<file path="src/rtl/id_stage_hz.sv">
// RV32 instruction-decode stage with branch/jump resolution in ID, a valid/ready
// ID/EX register and a hazard unit (load-use, branch-operand stalls, wrong-path squash).
module id_stage_hz #(
    parameter int unsigned XLEN   = 32,
    parameter int unsigned REG_AW = 5,
    parameter int unsigned CTRL_W = 9
) (
    input  logic              clk,
    input  logic              reset_n,
    input  logic              if_valid,
    input  logic [XLEN-1:0]   if_pc,
    input  logic [XLEN-1:0]   if_pc4,
    input  logic [31:0]       if_instr,
    output logic              id_ready,
    output logic [REG_AW-1:0] rs1_addr,
    output logic [REG_AW-1:0] rs2_addr,
    input  logic [XLEN-1:0]   rs1_data,
    input  logic [XLEN-1:0]   rs2_data,
    output logic              redirect_valid,
    output logic [XLEN-1:0]   redirect_pc,
    input  logic              ex_ready,
    output logic              ex_valid,
    output logic [XLEN-1:0]   ex_pc4,
    output logic [XLEN-1:0]   ex_rs1_data,
    output logic [XLEN-1:0]   ex_rs2_data,
    output logic [XLEN-1:0]   ex_imm,
    output logic [REG_AW-1:0] ex_rs1,
    output logic [REG_AW-1:0] ex_rs2,
    output logic [REG_AW-1:0] ex_rd,
    output logic [CTRL_W-1:0] ex_ctrl,
    output logic              illegal
);

    typedef enum logic [2:0] {
        OP_R, OP_I, OP_LOAD, OP_STORE, OP_BRANCH, OP_JAL, OP_JALR, OP_BAD
    } op_e;

    op_e               op;
    logic [2:0]        funct3;
    logic [31:0]       imm32;
    logic [XLEN-1:0]   imm;
    logic [8:0]        ctrl9;
    logic              use_rs1, use_rs2, br_like, taken, legal;
    logic [REG_AW-1:0] rd;
    logic [XLEN-1:0]   pc_target, jalr_target;
    logic              ex_hit, mem_hit, stall, ex_upd, accept;

    logic              ex_valid_q, ex_valid_d;
    logic [XLEN-1:0]   ex_pc4_q, ex_pc4_d, ex_rs1_data_q, ex_rs1_data_d;
    logic [XLEN-1:0]   ex_rs2_data_q, ex_rs2_data_d, ex_imm_q, ex_imm_d;
    logic [REG_AW-1:0] ex_rs1_q, ex_rs1_d, ex_rs2_q, ex_rs2_d, ex_rd_q, ex_rd_d;
    logic [CTRL_W-1:0] ex_ctrl_q, ex_ctrl_d;
    logic              illegal_q, illegal_d;
    logic              kill_next_q, kill_next_d;
    logic [REG_AW-1:0] mem_rd_q, mem_rd_d;
    logic              mem_load_q, mem_load_d;

    // Decode: opcode class, immediate, control word, register fields
    always_comb begin
        funct3 = if_instr[14:12];
        case (if_instr[6:0])
            7'b0110011: op = OP_R;
            7'b0010011: op = OP_I;
            7'b0000011: op = OP_LOAD;
            7'b0100011: op = OP_STORE;
            7'b1100011: op = OP_BRANCH;
            7'b1101111: op = OP_JAL;
            7'b1100111: op = OP_JALR;
            default:    op = OP_BAD;
        endcase

        case (op)
            OP_STORE:  imm32 = {{20{if_instr[31]}}, if_instr[31:25], if_instr[11:7]};
            OP_BRANCH: imm32 = {{19{if_instr[31]}}, if_instr[31], if_instr[7],
                                if_instr[30:25], if_instr[11:8], 1'b0};
            OP_JAL:    imm32 = {{11{if_instr[31]}}, if_instr[31], if_instr[19:12],
                                if_instr[20], if_instr[30:21], 1'b0};
            OP_I, OP_LOAD, OP_JALR: imm32 = {{20{if_instr[31]}}, if_instr[31:20]};
            default:   imm32 = '0;
        endcase
        imm = XLEN'($signed(imm32));

        case (op)
            OP_R: begin
                case (funct3)
                    3'b000:  ctrl9 = if_instr[30] ? 9'h042 : 9'h040;
                    3'b001:  ctrl9 = 9'h048;
                    3'b010:  ctrl9 = 9'h04A;
                    3'b110:  ctrl9 = 9'h046;
                    3'b111:  ctrl9 = 9'h044;
                    default: ctrl9 = 9'h040;
                endcase
            end
            OP_I:            ctrl9 = 9'h041;
            OP_LOAD:         ctrl9 = 9'h0E1;
            OP_STORE:        ctrl9 = 9'h011;
            OP_JAL, OP_JALR: ctrl9 = 9'h140;
            default:         ctrl9 = 9'h000;
        endcase

        use_rs1  = op inside {OP_R, OP_I, OP_LOAD, OP_STORE, OP_BRANCH, OP_JALR};
        use_rs2  = op inside {OP_R, OP_STORE, OP_BRANCH};
        br_like  = (op == OP_BRANCH) || (op == OP_JALR);
        legal    = (op != OP_BAD);
        rs1_addr = use_rs1 ? REG_AW'(if_instr[19:15]) : '0;
        rs2_addr = use_rs2 ? REG_AW'(if_instr[24:20]) : '0;
        rd       = ctrl9[6] ? REG_AW'(if_instr[11:7]) : '0;
    end

    // Branch resolution and targets
    always_comb begin
        case (funct3)
            3'b000:  taken = (rs1_data == rs2_data);
            3'b001:  taken = (rs1_data != rs2_data);
            3'b100:  taken = ($signed(rs1_data) <  $signed(rs2_data));
            3'b101:  taken = ($signed(rs1_data) >= $signed(rs2_data));
            3'b110:  taken = (rs1_data <  rs2_data);
            3'b111:  taken = (rs1_data >= rs2_data);
            default: taken = 1'b0;
        endcase
        pc_target   = if_pc + imm;
        jalr_target = (rs1_data + imm) & ~{{(XLEN-1){1'b0}}, 1'b1};
    end

    // Hazard unit: unused sources read as x0, so the nonzero-rd test excludes them
    always_comb begin
        ex_hit  = ex_valid_q && (ex_rd_q != '0) &&
                  ((ex_rd_q == rs1_addr) || (ex_rd_q == rs2_addr));
        mem_hit = mem_load_q && (mem_rd_q != '0) &&
                  ((mem_rd_q == rs1_addr) || (mem_rd_q == rs2_addr));
        stall   = if_valid && !kill_next_q &&
                  ((ex_hit && ex_ctrl_q[5]) ||
                   (br_like && ex_hit && ex_ctrl_q[6]) ||
                   (br_like && mem_hit));
        ex_upd  = ex_ready || !ex_valid_q;
        id_ready = !stall && ex_upd;
        accept  = if_valid && id_ready && !kill_next_q;
        redirect_valid = accept && ((op == OP_JAL) || (op == OP_JALR) ||
                                    ((op == OP_BRANCH) && taken));
        redirect_pc = (op == OP_JALR) ? jalr_target : pc_target;
    end

    always_comb begin
        ex_valid_d    = ex_valid_q;
        ex_pc4_d      = ex_pc4_q;
        ex_rs1_data_d = ex_rs1_data_q;
        ex_rs2_data_d = ex_rs2_data_q;
        ex_imm_d      = ex_imm_q;
        ex_rs1_d      = ex_rs1_q;
        ex_rs2_d      = ex_rs2_q;
        ex_rd_d       = ex_rd_q;
        ex_ctrl_d     = ex_ctrl_q;
        kill_next_d   = kill_next_q;
        mem_rd_d      = mem_rd_q;
        mem_load_d    = mem_load_q;
        illegal_d     = accept && !legal;

        if (ex_upd) begin
            ex_valid_d = accept && legal;
            if (accept && legal) begin
                ex_pc4_d      = if_pc4;
                ex_rs1_data_d = rs1_data;
                ex_rs2_data_d = rs2_data;
                ex_imm_d      = imm;
                ex_rs1_d      = rs1_addr;
                ex_rs2_d      = rs2_addr;
                ex_rd_d       = rd;
                ex_ctrl_d     = CTRL_W'(ctrl9);
            end
        end

        // Only the one wrong-path instruction following a redirect is squashed
        if (redirect_valid)
            kill_next_d = 1'b1;
        else if (if_valid && id_ready && kill_next_q)
            kill_next_d = 1'b0;

        if (ex_valid_q && ex_ready) begin
            mem_rd_d   = ex_rd_q;
            mem_load_d = ex_ctrl_q[5];
        end else if (ex_ready) begin
            mem_rd_d   = '0;
            mem_load_d = 1'b0;
        end
    end

    always_ff @(posedge clk or negedge reset_n) begin
        if (!reset_n) begin
            ex_valid_q    <= 1'b0;
            ex_pc4_q      <= '0;
            ex_rs1_data_q <= '0;
            ex_rs2_data_q <= '0;
            ex_imm_q      <= '0;
            ex_rs1_q      <= '0;
            ex_rs2_q      <= '0;
            ex_rd_q       <= '0;
            ex_ctrl_q     <= '0;
            illegal_q     <= 1'b0;
            kill_next_q   <= 1'b0;
            mem_rd_q      <= '0;
            mem_load_q    <= 1'b0;
        end else begin
            ex_valid_q    <= ex_valid_d;
            ex_pc4_q      <= ex_pc4_d;
            ex_rs1_data_q <= ex_rs1_data_d;
            ex_rs2_data_q <= ex_rs2_data_d;
            ex_imm_q      <= ex_imm_d;
            ex_rs1_q      <= ex_rs1_d;
            ex_rs2_q      <= ex_rs2_d;
            ex_rd_q       <= ex_rd_d;
            ex_ctrl_q     <= ex_ctrl_d;
            illegal_q     <= illegal_d;
            kill_next_q   <= kill_next_d;
            mem_rd_q      <= mem_rd_d;
            mem_load_q    <= mem_load_d;
        end
    end

    assign ex_valid    = ex_valid_q;
    assign ex_pc4      = ex_pc4_q;
    assign ex_rs1_data = ex_rs1_data_q;
    assign ex_rs2_data = ex_rs2_data_q;
    assign ex_imm      = ex_imm_q;
    assign ex_rs1      = ex_rs1_q;
    assign ex_rs2      = ex_rs2_q;
    assign ex_rd       = ex_rd_q;
    assign ex_ctrl     = ex_ctrl_q;
    assign illegal     = illegal_q;

endmodule
</file>
<file path="config.mk">
export PLATFORM = sky130hd
export DESIGN_NAME = id_stage_hz
export DESIGN_NICKNAME = d
export VERILOG_FILES = /design/src/rtl/id_stage_hz.sv
export SDC_FILE = /design/constraint.sdc
export NUM_CORES = 1
export LEC_CHECK = 0
export BUFFER_PORTS_ARGS = -buffer_cell sky130_fd_sc_hd__buf_2
export CORE_MARGIN = 2
export CORE_UTILIZATION = 45
export CTS_BUF_LIST = sky130_fd_sc_hd__clkbuf_4 sky130_fd_sc_hd__clkbuf_8
export CTS_CLUSTER_DIAMETER = 30
export DETAILED_ROUTE_END_ITERATION = 10
export PLACE_DENSITY = 0.72
export SLEW_MARGIN = 15
export SYNTH_ARGS = -nofsm -noshare
export SYNTH_HDL_FRONTEND = slang
export SYNTH_SLANG_ARGS = --single-unit
export TNS_END_PERCENT = 100
</file>
<file path="constraint.sdc">
create_clock -name clk -period 4.9 [get_ports clk]
set_input_delay 0.245 -clock clk [delete_from_list [all_inputs] [get_ports clk]]
set_output_delay 0.245 -clock clk [all_outputs]
set_load 0.02 [all_outputs]
</file>
Yosys cells after proc, flatten, opt, wreduce, memory -nomap -nowiden. Cells that the tools add are included.

Add/subtract/negate cells: 2. Order comparisons: 4. Eq/ne operators: 26. Muxes and demuxes: 16. Reduce and logical (&&, ||, !) cells: 42.

Operators by type and width (number): $pmux 32 s4 (1); $add 32x32->32 (2); $ge 32x32->1 (2); $lt 32x32->1 (2); $pmux 9 s5 (1); $eq 32x32->1 (1); $mux 32 (1); $ne 32x32->1 (1); $mux 5 (5); $eq 3x3->1 const B (7); $eq 7x7->1 const B (3); $pmux 3 s7 (1); $eq 5x5->1 (4); $pmux 4 s5 (1); $logic_and 1x1->1 (19); $eq 7x6->1 const B (2); $reduce_bool 5->1 (2); $eq 3x2->1 const B (3); $logic_or 1x1->1 (8); $eq 7x2->1 const B (1); $eq 7x5->1 const B (1); $eq 3x1->1 const B (2); $logic_not 3->1 (2); $pmux 1 s6 (1); other kinds (10) (17).

Register bits after elaboration: 161. Input bits: 164. Logic and storage cells: 103.

Logic depth before layout (Yosys ltp).
Word-level depth: 19. Gate-level depth with buffers: 19.

Worst setup path before layout. Ideal clock, no wire load.

Path type: input to output. Start: input port if_instr[1]. End: output port redirect_pc[31]. Arrival time: 4768 ps. Data required time: 4655 ps. Slack: -113 ps. Stages: 17. Buffers on the path: 1. Path through: nand2_1 -> clkbuf_1 -> nor4_1 -> nor2_1 -> nor2b_1 -> ha_1 -> a21o_1 -> a21oi_1 -> nor2b_1 -> nor4_1 -> o41ai_1 -> a211oi_1 -> a21oi_1 -> a31oi_1 -> xnor2_1 -> mux2i_1 -> xnor2_1.

Longest elaborated chain between the ends: 7. Elaborated cells between the ends (all ways): 19. Classes of those cells: add/sub: 2; eq/ne: 13; mux: 3; reduce/logical: 1.

Ends and longest elaborated chain: start: declaration (line 13) `input logic [31:0] if_instr,`; $eq 7x7->1 (tied with other cells) (line 61) `case (if_instr[6:0])`; $pmux 3 s7 * (line 61); $eq 3x1->1 (tied with other cells) (line 72) `case (op)`; $reduce_or 3->1 (line 72); $pmux 32 s4 * (line 72); net imm[20] (line 41) `logic [XLEN-1:0] imm;`; $add 32x32->32 (on tied branches) (line 121, 122); $mux 32 * (line 140) `redirect_pc = (op == OP_JALR) ? jalr_target : pc_target;`; end: declaration (line 20) `output logic [XLEN-1:0] redirect_pc,`.

Mark *: on every way through the listed nets, which the timed path passes. The rest lies on a longest branch.

Final worst setup path.
Start: input port if_instr[3]. End: output port redirect_pc[31].

Same word-level chain as after synthesis.

==> results.sh <==
export IMPL_rows=56
export IMPL_power_frac_clock=0.275
export IMPL_timing_fmax_mhz=216
export IMPL_critPathKind="input port to primary output"
export IMPL_ir_drop_mv=0.217
export IMPL_clkSlewWorstSetupHoldPaths_ns=0.10
export IMPL_cts_root_buf="clkbuf_8"
export IMPL_relSlewSlack=0.316
export IMPL_period_share=0.944
export IMPL_cts_tree="done"
export IMPL_syn_area_per_cell_um2=9.35
export IMPL_syn2layout_area_growth_pct=27.4
export IMPL_p_seq_frac=0.403
export IMPL_regArea_um2=3730
export IMPL_async_flop_share=1.00
export IMPL_synth_edff_count=0
export IMPL_nets=1767
export IMPL_synth_area_leaders="dfrtp_1 35%, ha_1 11%, mux2_2 10%"
export IMPL_synth_distinct_cells=72
export IMPL_grt_pass1_wl_um=51700
export IMPL_ys_flop_type="dfrtp_1"
export IMPL_cts_buffer_depth=2
export IMPL_numCtsBuffers=17
export IMPL_syn_area_um2=10600
export IMPL_grt_start_max_net_pins=78
export IMPL_first_global_vias=9745
export IMPL_first_iter_violations=627
export IMPL_critPathMaxFanout=11
export IMPL_postPlaceCellArea_um2=12600
export IMPL_ys_seq_area_frac=0.353
export IMPL_die_y_um=157
export IMPL_core_um2=23300
export IMPL_gp_congestion=0.938
export IMPL_required_ns=4.66
export IMPL_synth_cells=1129
export IMPL_drive_gt1_frac=0.351
export IMPL_pwr_share_comb=0.322
export IMPL_finalSetupTns_ns=0
export IMPL_crit_arrival_ns=4.38
export IMPL_setup_violations=0
export IMPL_n_fill_cell=2152
export IMPL_remaining_drc_errors=0
export IMPL_p_leak_nw=7.27
export IMPL_ys_ff_latch=149
export IMPL_start_util=0.454
export IMPL_antenna_found_initial=3
export IMPL_detailed_place_hpwl_um=27000
export IMPL_cts_num_sinks=149
export IMPL_intPower_mw=2.32
export IMPL_overflow=0
export IMPL_grt_util_all_layers=0.274
export IMPL_period_needed_ns=4.62
export IMPL_multi_input_area_um2=6340
export IMPL_via_per_inst=5.41
export IMPL_fin_area_um2=13400
export IMPL_port_buffers=361
export IMPL_syn_nets=1388
export IMPL_h_tree_depth=4
export IMPL_num_io_pins=362
export IMPL_die_area_um2=24700
export IMPL_netlist_area_leader_share=0.353
export IMPL_switching_share=0.395
export IMPL_fin_skew_ns=0.0228
export IMPL_slew_violations=0
export IMPL_die_w_um=157
export IMPL_clock_latency_ns=0.48
export IMPL_final_antenna_net_count=0
export IMPL_dr_pass1_iters=5
export IMPL_critical_path_startpoint_type="input port"
export IMPL_vias=9974
export IMPL_routed_wl_um=34500
export IMPL_synth_top_area_cell="dfrtp_1"
export IMPL_end_kind="primary output"
export IMPL_powerDensity_nw_per_um2=286
export IMPL_p_switching_mw=1.51
export IMPL_hold_class="input port to register"
export IMPL_cap_violations=0
export IMPL_hold_viol=0
export IMPL_yosysWarnings=0
export IMPL_status="finished clean"
export IMPL_worstMarginPinSlew_ns=1.00
export IMPL_wl_per_cell_um=18.7
export IMPL_rsz0062_at_grt="no"
[cell usage after synthesis (3+ instances only)]
| library cell | n |
|---|---|
| nor2_1 | 43 |
| mux2_2 | 95 |
| ha_1 | 93 |
| clkbuf_1 | 17 |
| a31oi_1 | 10 |
| o21bai_1 | 4 |
| nand4_1 | 8 |
| o211ai_1 | 5 |
| inv_1 | 68 |
| o41ai_1 | 5 |
| nand2b_1 | 11 |
| a41oi_1 | 3 |
| and2_1 | 9 |
| a31o_2 | 4 |
| a21o_1 | 37 |
| nor2b_1 | 17 |
| nand3b_1 | 4 |
| nor4_1 | 8 |
| dfrtp_1 | 149 |
| o21ai_0 | 105 |
| nand3_1 | 16 |
| buf_2 | 15 |
| or2_2 | 3 |
| xnor2_1 | 39 |
| nor3_1 | 9 |
| a21oi_1 | 76 |
| a211o_1 | 5 |
| o31ai_1 | 3 |
| a22oi_1 | 5 |
| o21ai_1 | 4 |
| a211oi_1 | 6 |
| buf_4 | 17 |
| and3_1 | 9 |
| xor2_1 | 28 |
| nand2_1 | 130 |
| mux2i_1 | 6 |
| a22o_1 | 5 |
| o21a_1 | 8 |
[cell families after synthesis]
group / synth area share
buf+inv: 0.0512
flops: 0.353
mux: 0.107
fa+ha+maj: 0.114
xor+xnor: 0.0556
compound gates: 0.188
simple gates: 0.130
[cells in the final DEF (no fill, tap or decap), drive strengths merged, types with 6 or more instances in the layout]
| cell type | n |
|---|---|
| a211oi | 6 |
| a21o | 37 |
| a21oi | 78 |
| a31oi | 10 |
| and2 | 9 |
| and3 | 9 |
| buf | 380 |
| clkbuf | 17 |
| clkinv | 9 |
| dfrtp | 149 |
| dlygate4sd3 | 32 |
| ha | 93 |
| inv | 74 |
| mux2 | 95 |
| mux2i | 6 |
| nand2 | 130 |
| nand2b | 11 |
| nand3 | 17 |
| nand4 | 9 |
| nor2 | 43 |
| nor2b | 17 |
| nor3 | 11 |
| nor4 | 8 |
| o21a | 8 |
| o21ai | 109 |
| o41ai | 7 |
| xnor2 | 39 |
| xor2 | 28 |
[routing by layer]
layer | global-route usage | wire [um]
met3 | 0.0642 | 2420
met5 | 0 | 40
met1 | 0.341 | 14400
met2 | 0.465 | 16600
met4 | 0.0987 | 1070
[through the flow]
stage | hold slack, ns | power [mW] | worst slack (ns) | cells | utilization
floorplan | -0.0506 | 2.29 | 0.282 | 1129 | -
global placement | 0.271 | 2.75 | 0.203 | 1776 | 0.543
detailed placement | 0.271 | 2.78 | 0.0883 | 1776 | 0.543
CTS | 0.00212 | 3.85 | 0.0593 | 1840 | 0.576
global route | 0.0000612 | 4.03 | 0.00342 | 1840 | 0.577
finish | 0.0172 | 3.84 | 0.276 | 1842 | 0.578
[power groups by stage]
stage	sequential (mW)	clock, mW	combinational, mW
6_report	1.55	1.06	1.24
5_1_grt	1.57	1.12	1.34
4_1_cts	1.54	1.07	1.24
3_5_place_dp	1.57	0	1.21
3_3_place_gp	1.55	0	1.20
2_1_floorplan	1.83	0	0.463
[final timing paths]
path | start | endpoint | slack, ns | cells past startpoint
max in group asynchronous | reset_n | mem_rd_q[4] | 3.35 | 3
worst min register to register | ex_ctrl[2] | ex_ctrl[2] | 0.49 | 2
worst max-delay path | if_instr[3] | redirect_pc[31] | 0.28 | 19
worst min-delay path | if_instr[11] | ex_rd[4] | 0.02 | 3
worst max register to register | ex_rd[0] | ex_imm[9] | 1.83 | 9
min in group asynchronous | reset_n | ex_rs1_data[3] | 0.32 | 2
[what timing repair did]
action | in CTS | in global routing
setup endpoints to repair | 0 | 4
setup buffers | 0 | 0
hold buffers | 32 | 0
endpoints found under the hold margin | 90 | 0
gates resized for setup | 0 | 8
[critical path: stages]
cell and delay, ns:
buf_2 0.18, nor3_4 0.23, nand2b_1 0.09, a21oi_1 0.18, buf_4 0.18, a22o_1 0.25, ha_1 0.32, a21oi_1 0.25
o211ai_1 0.17, a41oi_1 0.34, o21ai_0 0.26, a31o_2 0.35, a211oi_1 0.33, a21oi_1 0.16, a31oi_2 0.26, xnor2_1 0.14
mux2i_1 0.09, xnor2_1 0.14, buf_2 0.18
[flip-flops by register name (all words and copies together) (netlist names)]
signal,count
ex_pc4,32
ex_rs1_data,32
ex_rs2_data,32
ex_imm,21
ex_ctrl,8
ex_rd,5
ex_rs1,5
ex_rs2,5
mem_rd_q,5
ex_valid,1
illegal,1
kill_next_q,1
mem_load_q,1
[final cells by class]
class                           instances  area share
Tap cell                              319      0.0297
Multi-Input combinational cell        860       0.472
Clock inverter                         15      0.0152
Sequential cell                       149       0.277
Clock buffer                           17      0.0174
Antenna cell                            2    0.000372
Timing Repair Buffer                  412       0.169
Inverter                               68      0.0190
(Power assumes the default switching activity.)
